`src/rtl/jtag_master_seq.sv`:
```
// Command-driven JTAG TAP master: IR/DR scans, TAP reset and Run-Test/Idle clocking,
// with automatic TMS navigation from/to Run-Test/Idle and a TCK divider.
module jtag_master_seq #(
  parameter int IR_WIDTH = 10,
  parameter int DR_MAX   = 32,
  parameter int CLK_DIV  = 2,
  localparam int LW = $clog2(DR_MAX + 1)
) (
  input  logic              clk,
  input  logic              rst_n,
  input  logic              cmd_valid,
  output logic              cmd_ready,
  input  logic [1:0]        cmd_op,
  input  logic [LW-1:0]     cmd_len,
  input  logic [DR_MAX-1:0] cmd_tdi,
  output logic              rsp_valid,
  output logic [DR_MAX-1:0] rsp_tdo,
  output logic              busy,
  output logic              tck,
  output logic              tms,
  output logic              tdi,
  input  logic              tdo
);

  localparam logic [1:0] OP_IR  = 2'b00;
  localparam logic [1:0] OP_DR  = 2'b01;
  localparam logic [1:0] OP_TLR = 2'b10;

  localparam logic [2:0] ST_TLR   = 3'd0;
  localparam logic [2:0] ST_IDLE  = 3'd1;
  localparam logic [2:0] ST_PRE   = 3'd2;
  localparam logic [2:0] ST_SHIFT = 3'd3;
  localparam logic [2:0] ST_POST  = 3'd4;
  localparam logic [2:0] ST_RTI   = 3'd5;
  localparam logic [2:0] ST_DONE  = 3'd6;

  localparam int SW     = (IR_WIDTH > DR_MAX) ? IR_WIDTH : DR_MAX;
  localparam int SEGMAX = (SW > 6) ? SW : 6;
  localparam int IW     = $clog2(SEGMAX + 1);
  localparam int PW     = $clog2(SW);
  localparam int DW     = (CLK_DIV > 1) ? $clog2(CLK_DIV) : 1;

  // Index of the final pulse within each TMS segment.
  function automatic logic [IW-1:0] seg_last(input logic [2:0] st, input logic [1:0] op,
                                             input logic [IW-1:0] len);
    logic [IW-1:0] last;
    case (st)
      ST_TLR:   last = IW'(5);
      ST_PRE:   last = (op == OP_IR) ? IW'(3) : IW'(2);
      ST_SHIFT: last = (op == OP_IR) ? IW'(IR_WIDTH - 1) : len - IW'(1);
      ST_POST:  last = IW'(1);
      ST_RTI:   last = len - IW'(1);
      default:  last = '0;
    endcase
    return last;
  endfunction

  function automatic logic tms_of(input logic [2:0] st, input logic [1:0] op,
                                  input logic [IW-1:0] idx, input logic [IW-1:0] last);
    logic t;
    case (st)
      ST_TLR:   t = (idx != last);
      ST_PRE:   t = (op == OP_IR) ? (idx < IW'(2)) : (idx == '0);
      ST_SHIFT: t = (idx == last);
      ST_POST:  t = (idx == '0);
      ST_RTI:   t = 1'b0;
      default:  t = 1'b1;
    endcase
    return t;
  endfunction

  logic [2:0]        state_q, state_d;
  logic [IW-1:0]     idx_q, idx_d;
  logic [DW-1:0]     cnt_q, cnt_d;
  logic              arm_q, arm_d;
  logic              tck_q, tck_d;
  logic              tms_q, tms_d;
  logic              tdi_q, tdi_d;
  logic [1:0]        op_q, op_d;
  logic [IW-1:0]     len_q, len_d;
  logic [SW-1:0]     sh_q, sh_d;
  logic [SW-1:0]     cap_q, cap_d;
  logic              rsp_en_q, rsp_en_d;
  logic              ready_q, ready_d;
  logic              busy_q, busy_d;
  logic              rsp_valid_q, rsp_valid_d;
  logic [DR_MAX-1:0] rsp_tdo_q, rsp_tdo_d;

  logic [IW-1:0] last_s, adv_idx_s, pos_idx_s, len_clamp_s;
  logic [2:0]    adv_state_s, pos_state_s;
  logic          adv_end_s, pos_tms_s, pos_tdi_s;

  // Position of the next pulse; arm_q means the current position has not started yet.
  always_comb begin
    len_clamp_s = (cmd_len > LW'(DR_MAX)) ? IW'(DR_MAX) : IW'(cmd_len);
    last_s      = seg_last(state_q, op_q, len_q);
    adv_state_s = state_q;
    adv_idx_s   = idx_q + IW'(1);
    adv_end_s   = 1'b0;
    if (idx_q == last_s) begin
      adv_idx_s = '0;
      case (state_q)
        ST_PRE:   adv_state_s = ST_SHIFT;
        ST_SHIFT: adv_state_s = ST_POST;
        default:  adv_end_s   = 1'b1;
      endcase
    end else begin
      adv_end_s = 1'b0;
    end
    pos_state_s = arm_q ? state_q : adv_state_s;
    pos_idx_s   = arm_q ? idx_q : adv_idx_s;
    pos_tms_s   = tms_of(pos_state_s, op_q, pos_idx_s, seg_last(pos_state_s, op_q, len_q));
    pos_tdi_s   = (pos_state_s == ST_SHIFT) ? sh_q[pos_idx_s[PW-1:0]] : 1'b0;
  end

  // Command accept, TCK pulse timing and completion.
  always_comb begin
    state_d     = state_q;
    idx_d       = idx_q;
    cnt_d       = cnt_q;
    arm_d       = arm_q;
    tck_d       = tck_q;
    tms_d       = tms_q;
    tdi_d       = tdi_q;
    op_d        = op_q;
    len_d       = len_q;
    sh_d        = sh_q;
    cap_d       = cap_q;
    rsp_en_d    = rsp_en_q;
    ready_d     = ready_q;
    rsp_valid_d = 1'b0;
    rsp_tdo_d   = rsp_tdo_q;
    case (state_q)
      ST_IDLE: begin
        if (cmd_valid && ready_q) begin
          op_d     = cmd_op;
          len_d    = len_clamp_s;
          sh_d     = SW'(cmd_tdi);
          cap_d    = '0;
          rsp_en_d = 1'b1;
          ready_d  = 1'b0;
          idx_d    = '0;
          cnt_d    = '0;
          arm_d    = 1'b1;
          case (cmd_op)
            OP_IR:   state_d = ST_PRE;
            OP_DR:   state_d = (len_clamp_s == '0) ? ST_DONE : ST_PRE;
            OP_TLR:  state_d = ST_TLR;
            default: state_d = (len_clamp_s == '0) ? ST_DONE : ST_RTI;
          endcase
        end else begin
          arm_d = 1'b0;
        end
      end
      ST_DONE: begin
        state_d     = ST_IDLE;
        ready_d     = 1'b1;
        arm_d       = 1'b0;
        rsp_valid_d = 1'b1;
        rsp_tdo_d   = '0;
      end
      ST_TLR, ST_PRE, ST_SHIFT, ST_POST, ST_RTI: begin
        if (arm_q) begin
          arm_d = 1'b0;
          tck_d = 1'b0;
          cnt_d = '0;
          tms_d = pos_tms_s;
          tdi_d = pos_tdi_s;
        end else if (cnt_q != DW'(CLK_DIV - 1)) begin
          cnt_d = cnt_q + DW'(1);
        end else if (!tck_q) begin
          tck_d = 1'b1;
          cnt_d = '0;
          if (state_q == ST_SHIFT) begin
            cap_d[idx_q[PW-1:0]] = tdo;
          end else begin
            cap_d = cap_q;
          end
        end else begin
          // Falling edge: either the next pulse starts here or the command completes.
          tck_d = 1'b0;
          cnt_d = '0;
          if (adv_end_s) begin
            state_d     = ST_IDLE;
            ready_d     = 1'b1;
            tdi_d       = 1'b0;
            rsp_valid_d = rsp_en_q;
            rsp_tdo_d   = rsp_en_q ? cap_q[DR_MAX-1:0] : rsp_tdo_q;
          end else begin
            state_d = adv_state_s;
            idx_d   = adv_idx_s;
            tms_d   = pos_tms_s;
            tdi_d   = pos_tdi_s;
          end
        end
      end
      default: begin
        state_d  = ST_TLR;
        idx_d    = '0;
        cnt_d    = '0;
        arm_d    = 1'b1;
        tck_d    = 1'b0;
        tms_d    = 1'b1;
        tdi_d    = 1'b0;
        ready_d  = 1'b0;
        rsp_en_d = 1'b0;
      end
    endcase
    busy_d = ~ready_d;
  end

  // Registered state, pins and response.
  always_ff @(posedge clk or negedge rst_n) begin
    if (!rst_n) begin
      state_q     <= ST_TLR;
      idx_q       <= '0;
      cnt_q       <= '0;
      arm_q       <= 1'b1;
      tck_q       <= 1'b0;
      tms_q       <= 1'b1;
      tdi_q       <= 1'b0;
      op_q        <= OP_TLR;
      len_q       <= '0;
      sh_q        <= '0;
      cap_q       <= '0;
      rsp_en_q    <= 1'b0;
      ready_q     <= 1'b0;
      busy_q      <= 1'b1;
      rsp_valid_q <= 1'b0;
      rsp_tdo_q   <= '0;
    end else begin
      state_q     <= state_d;
      idx_q       <= idx_d;
      cnt_q       <= cnt_d;
      arm_q       <= arm_d;
      tck_q       <= tck_d;
      tms_q       <= tms_d;
      tdi_q       <= tdi_d;
      op_q        <= op_d;
      len_q       <= len_d;
      sh_q        <= sh_d;
      cap_q       <= cap_d;
      rsp_en_q    <= rsp_en_d;
      ready_q     <= ready_d;
      busy_q      <= busy_d;
      rsp_valid_q <= rsp_valid_d;
      rsp_tdo_q   <= rsp_tdo_d;
    end
  end

  assign cmd_ready = ready_q;
  assign busy      = busy_q;
  assign rsp_valid = rsp_valid_q;
  assign rsp_tdo   = rsp_tdo_q;
  assign tck       = tck_q;
  assign tms       = tms_q;
  assign tdi       = tdi_q;

endmodule

```
`config.mk`:
```
export PLATFORM = sky130hd
export DESIGN_NAME = jtag_master_seq
export DESIGN_NICKNAME = d
export VERILOG_FILES = /design/src/rtl/jtag_master_seq.sv
export SDC_FILE = /design/constraint.sdc
export NUM_CORES = 1
export LEC_CHECK = 0
export CAP_MARGIN = 20
export CORE_UTILIZATION = 45
export CTS_CLUSTER_SIZE = 14
export DETAILED_ROUTE_END_ITERATION = 8
export MAX_ROUTING_LAYER = met4
export PLACE_DENSITY_LB_ADDON = 0.12
export SYNTH_ARGS = -nofsm -noshare
export SYNTH_HDL_FRONTEND = slang
export SYNTH_SLANG_ARGS = --single-unit
```
`constraint.sdc`:
```
create_clock -name clk -period 4.4 [get_ports clk]
set_input_delay 0.44 -clock clk [delete_from_list [all_inputs] [get_ports clk]]
set_output_delay 0.44 -clock clk [all_outputs]
set_load 0.01 [all_outputs]
```
* Yosys cells after proc, flatten, opt, wreduce, memory -nomap -nowiden
Index checks and enable logic that the tools add are counted.
** Word-level totals
- Output and inout bits :: 38
- Register bits after elaboration :: 122
- Bits of input ports :: 44
- Logic and storage cells :: 159
** Operators by class
- Order comparisons :: 5
- Bitwise operators :: 4
- Multiplexer cells :: 80
- Equality and inequality tests :: 27
- Reduce and logical (&&, ||, !) cells :: 24
- Add/sub/neg operators :: 3
** Operator list (count)
- $mux 32 :: 10
- $pmux 32 s2 :: 2
- $pmux 6 s5 :: 2
- $mux 6 :: 9
- $bwmux 32 :: 1
- $mux 1 :: 32
- $mux 3 :: 8
- $ne 2x2->1 const B :: 9
- $pmux 3 s3 :: 2
- $pmux 6 s3 :: 1
- $reduce_and 6->1 :: 3
- $eq 3x3->1 const B :: 5
- $eq 3x2->1 const B :: 4
- $eq 6x6->1 :: 2
- $logic_not 6->1 :: 2
- $lt 5x6->1 const B :: 2
- $pmux 1 s2 :: 6
- $ne 3x3->1 const B :: 3
- $reduce_and 2->1 :: 4
- $reduce_and 4->1 :: 2
- $add 6x1->6 const B :: 1
- $gt 6x6->1 const B :: 1
- $logic_not 3->1 :: 2
- $lt 6x2->1 const B :: 1
- other kinds (21) :: 29

* Longest topological paths before layout
Gate-level depths: netlist of run 1.
- Depth in word-level cells :: 15
- Gate-level depth with buffers :: 17
- Mapped depth without buffers :: 13

* Worst setup path after synthesis of run 1
Ideal clock, no wire load.
- Kind :: reg-to-reg
- From :: reg state_q[2]
- To :: reg tms_q (netlist: tms)
- Path slack :: 417 ps
- Buffers on the path :: 2
- Clock period less this slack :: 3983 ps
- Library setup time :: 77 ps
- Required time :: 4323 ps
- Cell stages (with the launch flop) :: 16
- Arrival :: 3905 ps
- Cells stage by stage :: dfrtp_1 -> clkbuf_1 -> inv_1 -> ha_1 -> buf_2 -> nor2_1 -> a21oi_1 -> o22ai_1 -> a311oi_2 -> nand4_2 -> o41ai_1 -> xor2_1 -> a2111oi_1 -> and3b_1 -> or4_1 -> a31oi_1
** On the way
- Word-level cells in the longest chain between the ends :: 14
- Elaborated cells between the ends (all ways) :: 41
- Classes of those cells :: order compare: 1; eq/ne: 16; mux: 16; bitwise: 1; reduce/logical: 7
** RTL lines
- from (decl) :: line 72 : logic [2:0] state_q, state_d;
- from (signal assigned) :: line 232 : state_q <= state_d;
- $eq 3x3->1, or another cell as far along :: line 47, 133
- $pmux 6 s5 :: line 47 : case (st)
- $eq 6x6->1 :: line 100 : if (idx_q == last_s) begin
- $mux 3 :: line 100
- $mux 3 :: line 110 : pos_state_s = arm_q ? state_q : adv_state_s;
- $eq 3x3->1, or another cell as far along :: line 47, 61
- $pmux 6 s5 :: line 47
- $eq 6x6->1 / $ne 6x6->1 (equally long branches) :: line 64, 62
- $pmux 1 s5 :: line 61 : case (st)
- $mux 1 :: line 183 : if (adv_end_s) begin
- $mux 1 :: line 171 : end else if (!tck_q) begin
- $mux 1 :: line 169 : end else if (cnt_q != DW'(CLK_DIV - 1)) begin
- $mux 1 :: line 163 : if (arm_q) begin
- $pmux 1 s2 :: line 133 : case (state_q)
- to (signal assigned) :: line 237 : tms_q <= tms_d;
- to (decl) :: line 77 : logic tms_q, tms_d;
Parallel ways exist; a longest one is shown, timed or not. The select of a mux whose other input is x is not followed.
A chain may end at the register's enable or synchronous reset.

* Final worst setup path of run 1
- From :: reg state_q[2]
- To :: reg rsp_tdo_q[11] (netlist: rsp_tdo[11])
** On the way
- Word-level cells in the longest chain between the ends :: 6
- Elaborated cells between the ends (all ways) :: 20
- Classes of those cells :: eq/ne: 11; mux: 4; reduce/logical: 5
** RTL lines
- $eq 3x3->1, or another cell as far along :: line 47, 133
- $pmux 6 s5 / $reduce_or 2->1 (equally long branches)
- $eq 6x6->1 / $mux 1 (equally long branches) :: line 100, 102
- $mux 1 :: line 100
- $ne 2x2->1 (no line)
- $reduce_and 6->1 (no line)
- to (signal assigned) :: line 247 : rsp_tdo_q <= rsp_tdo_d;
- to (decl) :: line 87 : logic [DR_MAX-1:0] rsp_tdo_q, rsp_tdo_d;
Parallel ways exist; a longest one is shown, timed or not.

==> summary.md, run 1 <==
| Metric | Value |
|---|---|
| DP HPWL | roughly 15000 um |
| PwrDens | slightly below 300 nW/um2 |
| Area grow syn2layout | 24.12% |
| Buf/Inv on CP | 2 |
| Prevailing post-synth register cell | dfrtp_1 |
| Clock-pin slew of the registers on the worst-case setup and hold paths | 0.06 ns |
| CP peak stage delay | ~0.66 ns |
| Count of different cell masters after synthesis | 82 |
| DIE WIDTH | between 100 and 150 um |
| Proportion of layout cells with a drive suffix above 1 | around 16% |
| CTS Root Cell | clkbuf_16 |
| Critical-path maximum fanout | 44 |
| Starting density of the core | between 40% and 50% |
| Hold_buf cts | 0 |
| Max cap viols | 0 |
| GR Util met3 | between 5 and 6% |
| Worst min path class | primary input to async pin |
| Via Count | around 6400 |
| Gr usage total | 27.15% |
| Bufs on Longest Clock Path | 2 |
| Final Skew | slightly above 0.01 ns |
| Clock sink count | roughly 120 |
| Final WS setup | approximately 0.33 ns |
| Synth top area share | between 40% and 50% |
| # IOs | 82 |
| Vias in the first global route | 6372 |
| Drt via density | just under 6 |
| R2R Path Start | state_q[2] |
| Total congestion overflow | 0 |
| Chip Height | approximately 130 um |
| Slew HR | between 30% and 40% |
| Core ar. | approximately 15000 um2 |
| Worst setup EP type | flip-flop |
| Mean post-synth cell area | 8.842 um2 |
| Register area share after synthesis | about 43% |
| Yosys reg bits | approximately 120 |
| Number of synthesized flops with an enable pin | 0 |
| Hold violation count in the final report | 0 |
| Worst setup SP type | flip-flop |
| Port-buffer cells | around 80 |
| VDD IR max | 0.2368 mV |
| Area of the multi-input gates | 3734 um2 |
| CTS resizes | 0 |
| Worst-Margin Slew | between 0.9 and 1 ns |
| H-tree Lvls | 4 |
| Placement Setup Slack | 0.3126 ns |
| Inserted Clock Buffers | 17 |
| Crit path cell chain | inv_1 -> ha_1 -> or4_4 -> a32oi_1 -> o221a_2 -> and3_2 -> nand3_1 -> nor4_1 -> a21boi_4 -> buf_4 -> nand2_1 -> o21ai_0 |
| Storage cell area | 3058 um2 |
| Yosys warns | 0 |
| Skew-Pair Late Insertion Delay | between 0.4 and 0.5 ns |
| Status | complete, no violations |
| Total Neg Setup Slack | 0 ns |
| Syn Std Cell Area | roughly 7100 um2 |
| Slew Limit Fails | 0 |
| Largest net degree at the start of global routing | 47 |
| P_leak | roughly 3.7 nW |
| # nets final | between 900 and 1000 |
| CP startpoint | state_q[2] |
| 1st-iter DRT viols | about 440 |
| Final setup vio count | 0 |
| Fill cells | approximately 1400 |
| GR peak layer | met2 |
| Drc violations | 0 |
| CP required | approximately 4.7 ns |
| Min Tclk post-route | a little over 4 ns |
| Routed WL per cell | ~19 um |
| Worst EP arrival | approximately 4.4 ns |
| Setup Buffers After CTS | 0 |
| Antenna diode instance count | 0 |
| Tcrit/Tclk final | 92.60% |
| Post-route ant nets | 0 |
| Synth area leaders | dfrtp_1 (41%), o21ai_0 (9.6%), nand2_1 (6.4%) |
| Post-synth top area cell | dfrtp_1 |
| Setup repair after global routing missed its margin | no |
| Global-route wire length before repair | about 33000 um |
| Final Wtd Congestion | between 0.8 and 0.9 |
| WL final | slightly above 20000 um |
| Max Clk Rate | about 250 MHz |
| Crit Path Category | flip-flop to flip-flop |
| Met2 usage | between 40% and 50% |
| Std cell rows | 45 |
| Cell count after synthesis | roughly 810 |
| Syn Nets | roughly 860 |
| Area of the die | 16330 um2 |
| GR Util met1 | 33.58% |
| DRT Pass-1 Iters | 5 |
| Synth async-reset ratio | 100.0% |
| Crit path max-delay family | simple AND/OR/NAND/NOR gates |
| TritonCTS clock tree | built |
| Crit-path slowest cell | nor4_1 |
| Initial antenna violation count | 0 |
routing by layer:
layer / part of all wire (%) / up-vias
met4: 1.6 / 0
met1: 44 / 3142
met2: 50 / 210
li1: - / 3063
met5: 0 / -
met3: 4.5 / 32
worst register-to-register path: stages, from the launching register on:
cell      delay, ns
dfrtp_1        0.46
inv_1          0.09
ha_1           0.40
or4_4          0.60
a32oi_1        0.23
o221a_2        0.25
and3_2         0.27
nand3_1        0.17
nor4_1         0.67
a21boi_4       0.37
buf_4          0.29
nand2_1        0.07
o21ai_0        0.07
path summary, 6_finish.rpt:
check | to | slack, ns | depth (start not counted)
max | rsp_tdo[11] | 0.33 | 12
min | rsp_tdo[3] | 0.01 | 1
max reg2reg | rsp_tdo[11] | 0.33 | 12
min reg2reg | rsp_tdo[0] | 0.48 | 2
max in group asynchronous | sh_q[28] | 3.41 | 2
min in group clk | rsp_tdo[0] | 0.48 | 2
power by group:
| part | total, mW | internal, mW | switching, mW | leakage, nW |
|---|---|---|---|---|
| sequential | 1.12 | 1.12 | 0 | 1.66 |
| clock | 1.42 | 0.882 | 0.541 | 0.285 |
| combinational | 0.0665 | 0.0360 | 0.0305 | 1.79 |
| total | 2.61 | 2.04 | 0.572 | 3.73 |
state kept, by name, indices dropped and copies added (netlist names):
| register | cells |
|---|---|
| rsp_en_q | 1 |
| sh_q | 32 |
| tms | 1 |
| op_q | 2 |
| rsp_tdo | 32 |
| busy | 1 |
| tck | 1 |
| arm_q | 1 |
| state_q | 3 |
| cmd_ready | 1 |
| cnt_q | 1 |
| cap_q | 32 |
| idx_q | 6 |
| len_q | 6 |
| tdi | 1 |
| rsp_valid | 1 |
cell type report:
type / instances / share of cell area [%]
multi-input combinational: 603 / 42.26
sequential: 122 / 34.61
timing repair buffer: 118 / 12.43
clock buffer: 20 / 5.283
tap: 211 / 2.988
clock inverter: 12 / 1.572
inverter: 20 / 0.8497
synth_stat cells (3+ instances only):
cell and count:
ha_1 6, or4_1 3, a21oi_1 63, o211ai_1 7, mux4_2 4, and2b_2 3, or3_1 3, nand2b_1 11
a31oi_1 12, buf_6 5, and2_1 7, nand2_1 121, nor4_1 7, dfrtp_1 118, o41ai_1 3, nor2_1 35
nand3_1 17, o21ai_0 136, dfstp_2 4, nor3_1 8, a21o_1 3, o221ai_1 5, mux2i_1 12, inv_1 19
mux2_2 35, a2bb2oi_1 3, xor2_1 3, a211oi_1 4, nor2b_1 12, and3_1 6, o31ai_1 4, clkbuf_1 48
a2111oi_0 3, a311oi_1 5, o22ai_1 4, xnor2_1 9
per-stage QoR:
| stage | cell area (um2) | util, % | total power, mW | hold WS, ns | instances |
|---|---|---|---|---|---|
| 2_1_floorplan | 7118 | - | 1.146 | 0.1444 | 805 |
| 3_3_place_gp | 8195 | 53.51 | 1.209 | 0.4589 | 1073 |
| 3_5_place_dp | 8195 | 53.51 | 1.211 | 0.4732 | 1073 |
| 4_1_cts | 8801 | 57.47 | 2.634 | 0.02449 | 1105 |
| 5_1_grt | 8835 | 57.69 | 2.690 | 0.05026 | 1106 |
| 6_report | 8835 | 57.69 | 2.613 | 0.01138 | 1106 |
logic make-up after synthesis:
family	Yosys count	share of synthesized area, %
xor+xnor	12	1.477
simple gates	254	17.47
flops	122	42.96
mux	51	8.490
fa+ha+maj	6	1.055
compound gates	280	23.43
buf+inv	80	5.115
cells in the final DEF (no fill, tap or decap), types with 5 or more instances in the layout:
cell type,synthesis,routed
a21oi_1,63,62
a311oi_1,5,5
a31oi_1,12,12
and2_1,7,7
and3_1,6,6
buf_4,1,37
clkbuf_16,0,17
clkdlybuf4s50_1,0,80
dfrtp_1,118,118
ha_1,6,6
inv_1,19,19
mux2_2,35,35
mux2i_1,12,12
nand2_1,121,121
nand2b_1,11,11
nand3_1,17,16
nor2_1,35,35
nor2b_1,12,12
nor3_1,8,8
nor4_1,7,7
o211ai_1,7,7
o21ai_0,136,136
o221ai_1,5,5
xnor2_1,9,9
Note: power is estimated with default switching activity, not from simulation.
==> run 2, diff against run 1 <==
CAP_MARGIN = unset   (was 20)
CORE_MARGIN = 2   (was unset)
==> summary.md, run 2 (synthesis gave the netlist of run 1 again) <==
| Metric | Value |
|---|---|
| CTS resizes | 0 (unchanged) |
| Final Skew | 0.009059 ns (was 0.01022 ns) |
| Slew HR | 31.39% (was 39.73%) |
| Inserted Clock Buffers | 17 (unchanged) |
| Tcrit/Tclk final | 92.99% (was 92.60%) |
| Max Clk Rate | 244.4 MHz (was 245.4 MHz) |
| 1st-iter DRT viols | 616 (was 435) |
| Worst setup SP type | flip-flop (unchanged) |
| Total congestion overflow | 0 (unchanged) |
| Starting density of the core | 46.48% (unchanged) |
| CP required | 4.69 ns (was 4.67 ns) |
| Routed WL per cell | 18.75 um (was 18.51 um) |
| Switch Pwr | 0.6018 mW (was 0.5719 mW) |
| Max cap viols | 0 (unchanged) |
| Clock-pin slew of the registers on the worst-case setup and hold paths | 0.06 ns (about the same) |
| Clock sink count | 122 (unchanged) |
| Skew-Pair Late Insertion Delay | 0.43 ns (about the same) |
| Drt via density | 5.888 (was 5.829) |
| Largest net degree at the start of global routing | 50 (was 47) |
| Std cell rows | 45 (unchanged) |
| Proportion of layout cells with a drive suffix above 1 | 15.38% (was 15.98%) |
| Worst min path class | primary input to async pin (unchanged) |
| Sw Ratio | 21.98% (was 21.89%) |
| Status | complete, no violations (unchanged) |
| Global-route wire length before repair | 33620 um (was 33320 um) |
| Setup repair after global routing missed its margin | no (unchanged) |
| Slew Limit Fails | 0 (unchanged) |
| CTS Root Cell | clkbuf_16 (unchanged) |
| # nets final | 928 (was 932) |
| Final setup vio count | 0 (unchanged) |
| Area of the die | 16840 um2 (was 16330 um2) |
| Worst EP arrival | 4.38 ns (was 4.35 ns) |
| Total Neg Setup Slack | 0 ns (unchanged) |
| Hold_buf cts | 0 (unchanged) |
| Placed Cells | 1070 (was 1073) |
| Port-buffer cells | 81 (unchanged) |
| H-tree Lvls | 4 (unchanged) |
| Initial antenna violation count | 0 (unchanged) |
| Clock power share | 56.6% (was 54.5%) |
| DP HPWL | 14740 um (was 14560 um) |
| WL final | 20660 um (was 20470 um) |
| Worst setup EP type | flip-flop (unchanged) |
| Total power | 2.739 mW (was 2.613 mW) |
| DRT Pass-1 Iters | 5 (unchanged) |
| P_leak | 3.724 nW (was 3.731 nW) |
| Area grow syn2layout | 23.94% (was 24.12%) |
| Critical-path maximum fanout | 9 (was 44) |
| DIE WIDTH | 129.8 um (was 127.8 um) |
| Worst reg2reg setup slack | 0.31 ns (was 0.33 ns) |
| Highest-count cells in the layout ignoring fill and taps | o21ai_0 (136), nand2_1 (121), dfrtp_1 (118) (unchanged) |
| Comb power frac | 2.4% (was 2.5%) |
| Final Wtd Congestion | 0.9353 (was 0.8863) |
| # IOs | 82 (unchanged) |
| VDD IR max | 0.2525 mV (was 0.2368 mV) |
| Crit Path Category | flip-flop to flip-flop (unchanged) |
| Most common library cell in the layout ignoring fill and taps | o21ai_0 (unchanged) |
| Bufs on Longest Clock Path | 2 (unchanged) |
| TritonCTS clock tree | built (unchanged) |
| Worst-Margin Slew | 1.029 ns (was 0.9017 ns) |
| Hold violation count in the final report | 0 (unchanged) |
| Antenna diode instance count | 0 (unchanged) |
| Drc violations | 0 (unchanged) |
| Post-route ant nets | 0 (unchanged) |
| Chip Height | 129.8 um (was 127.8 um) |
| Via Count | 6489 (was 6447) |
| Final Non-Filler Cells | 1102 (was 1106) |
| PwrDens | 310.4 nW/um2 (was 295.8 nW/um2) |
| Gr usage total | 26.50% (was 27.15%) |
| Vias in the first global route | 6454 (was 6372) |
| Int Power | 2.137 mW (was 2.041 mW) |
| Min Tclk post-route | 4.092 ns (was 4.074 ns) |
| Reg power frac | 41.0% (was 43.0%) |
| Setup Buffers After CTS | 0 (unchanged) |
| Core ar. | 15310 um2 (unchanged) |
-- run 2: metal layers --
layer | wire length, um | part of all wire, % | global-route usage (%)
met1 | 8875 | 43 | 32.28
met2 | 10340 | 50 | 43.86
met3 | 912 | 4.4 | 4.305
met4 | 529 | 2.6 | 11.26
met5 | 0 | 0 | -
-- run 2: final timing paths --
check,to,from,depth (start not counted)
max in group asynchronous,tms,rst_n,2
worst min register to register,rsp_tdo[13],rsp_tdo[13],2
worst max register to register,tdi,state_q[1],11
worst min-delay path,rsp_tdo[3],rst_n,1
worst max-delay path,tdi,state_q[1],11
min in group clk,rsp_tdo[13],rsp_tdo[13],2
-- run 2: worst max-delay path, stage by stage, from the launching register on --
cell and delay [ns]:
dfrtp_1 0.39, ha_1 0.43, or4_4 0.59, a32oi_1 0.23, o221a_2 0.25, nand3_4 0.13
o311ai_0 0.69, and2_1 0.40, mux4_2 0.36, o21ba_2 0.21, o221ai_1 0.13, o311ai_0 0.14
-- run 2: area by class of cell --
cell class,count,area [um2]
clock buffer,18,439.2
clock inverter,14,210.2
fill,1373,6492
inverter,20,75.07
multi-input combinational,603,3720
sequential,122,3058
tap,211,264.0
timing repair buffer,114,1056
-- run 2: power groups by stage --
stage | logic (mW) | registers, mW | clock network, mW
2_1_floorplan | 0.00317 | 1.14 | 0
5_1_grt | 0.0740 | 1.12 | 1.62
6_report | 0.0659 | 1.12 | 1.55
3_3_place_gp | 0.0666 | 1.14 | 0
4_1_cts | 0.0683 | 1.12 | 1.57
3_5_place_dp | 0.0682 | 1.14 | 0
-- run 2: through the flow --
step | hold slack [ns] | utilization [%] | setup slack [ns] | cell area [um2]
after global placement | 0.4609 | 53.37 | 0.3258 | 8173
after CTS | 0.02994 | 57.61 | 0.3215 | 8822
after global routing | 0.06493 | 57.61 | 0.009183 | 8822
after floorplan | 0.1444 | - | 0.4173 | 7118
final | 0.01717 | 57.61 | 0.3083 | 8822
after detailed placement | 0.4693 | 53.37 | 0.3725 | 8173
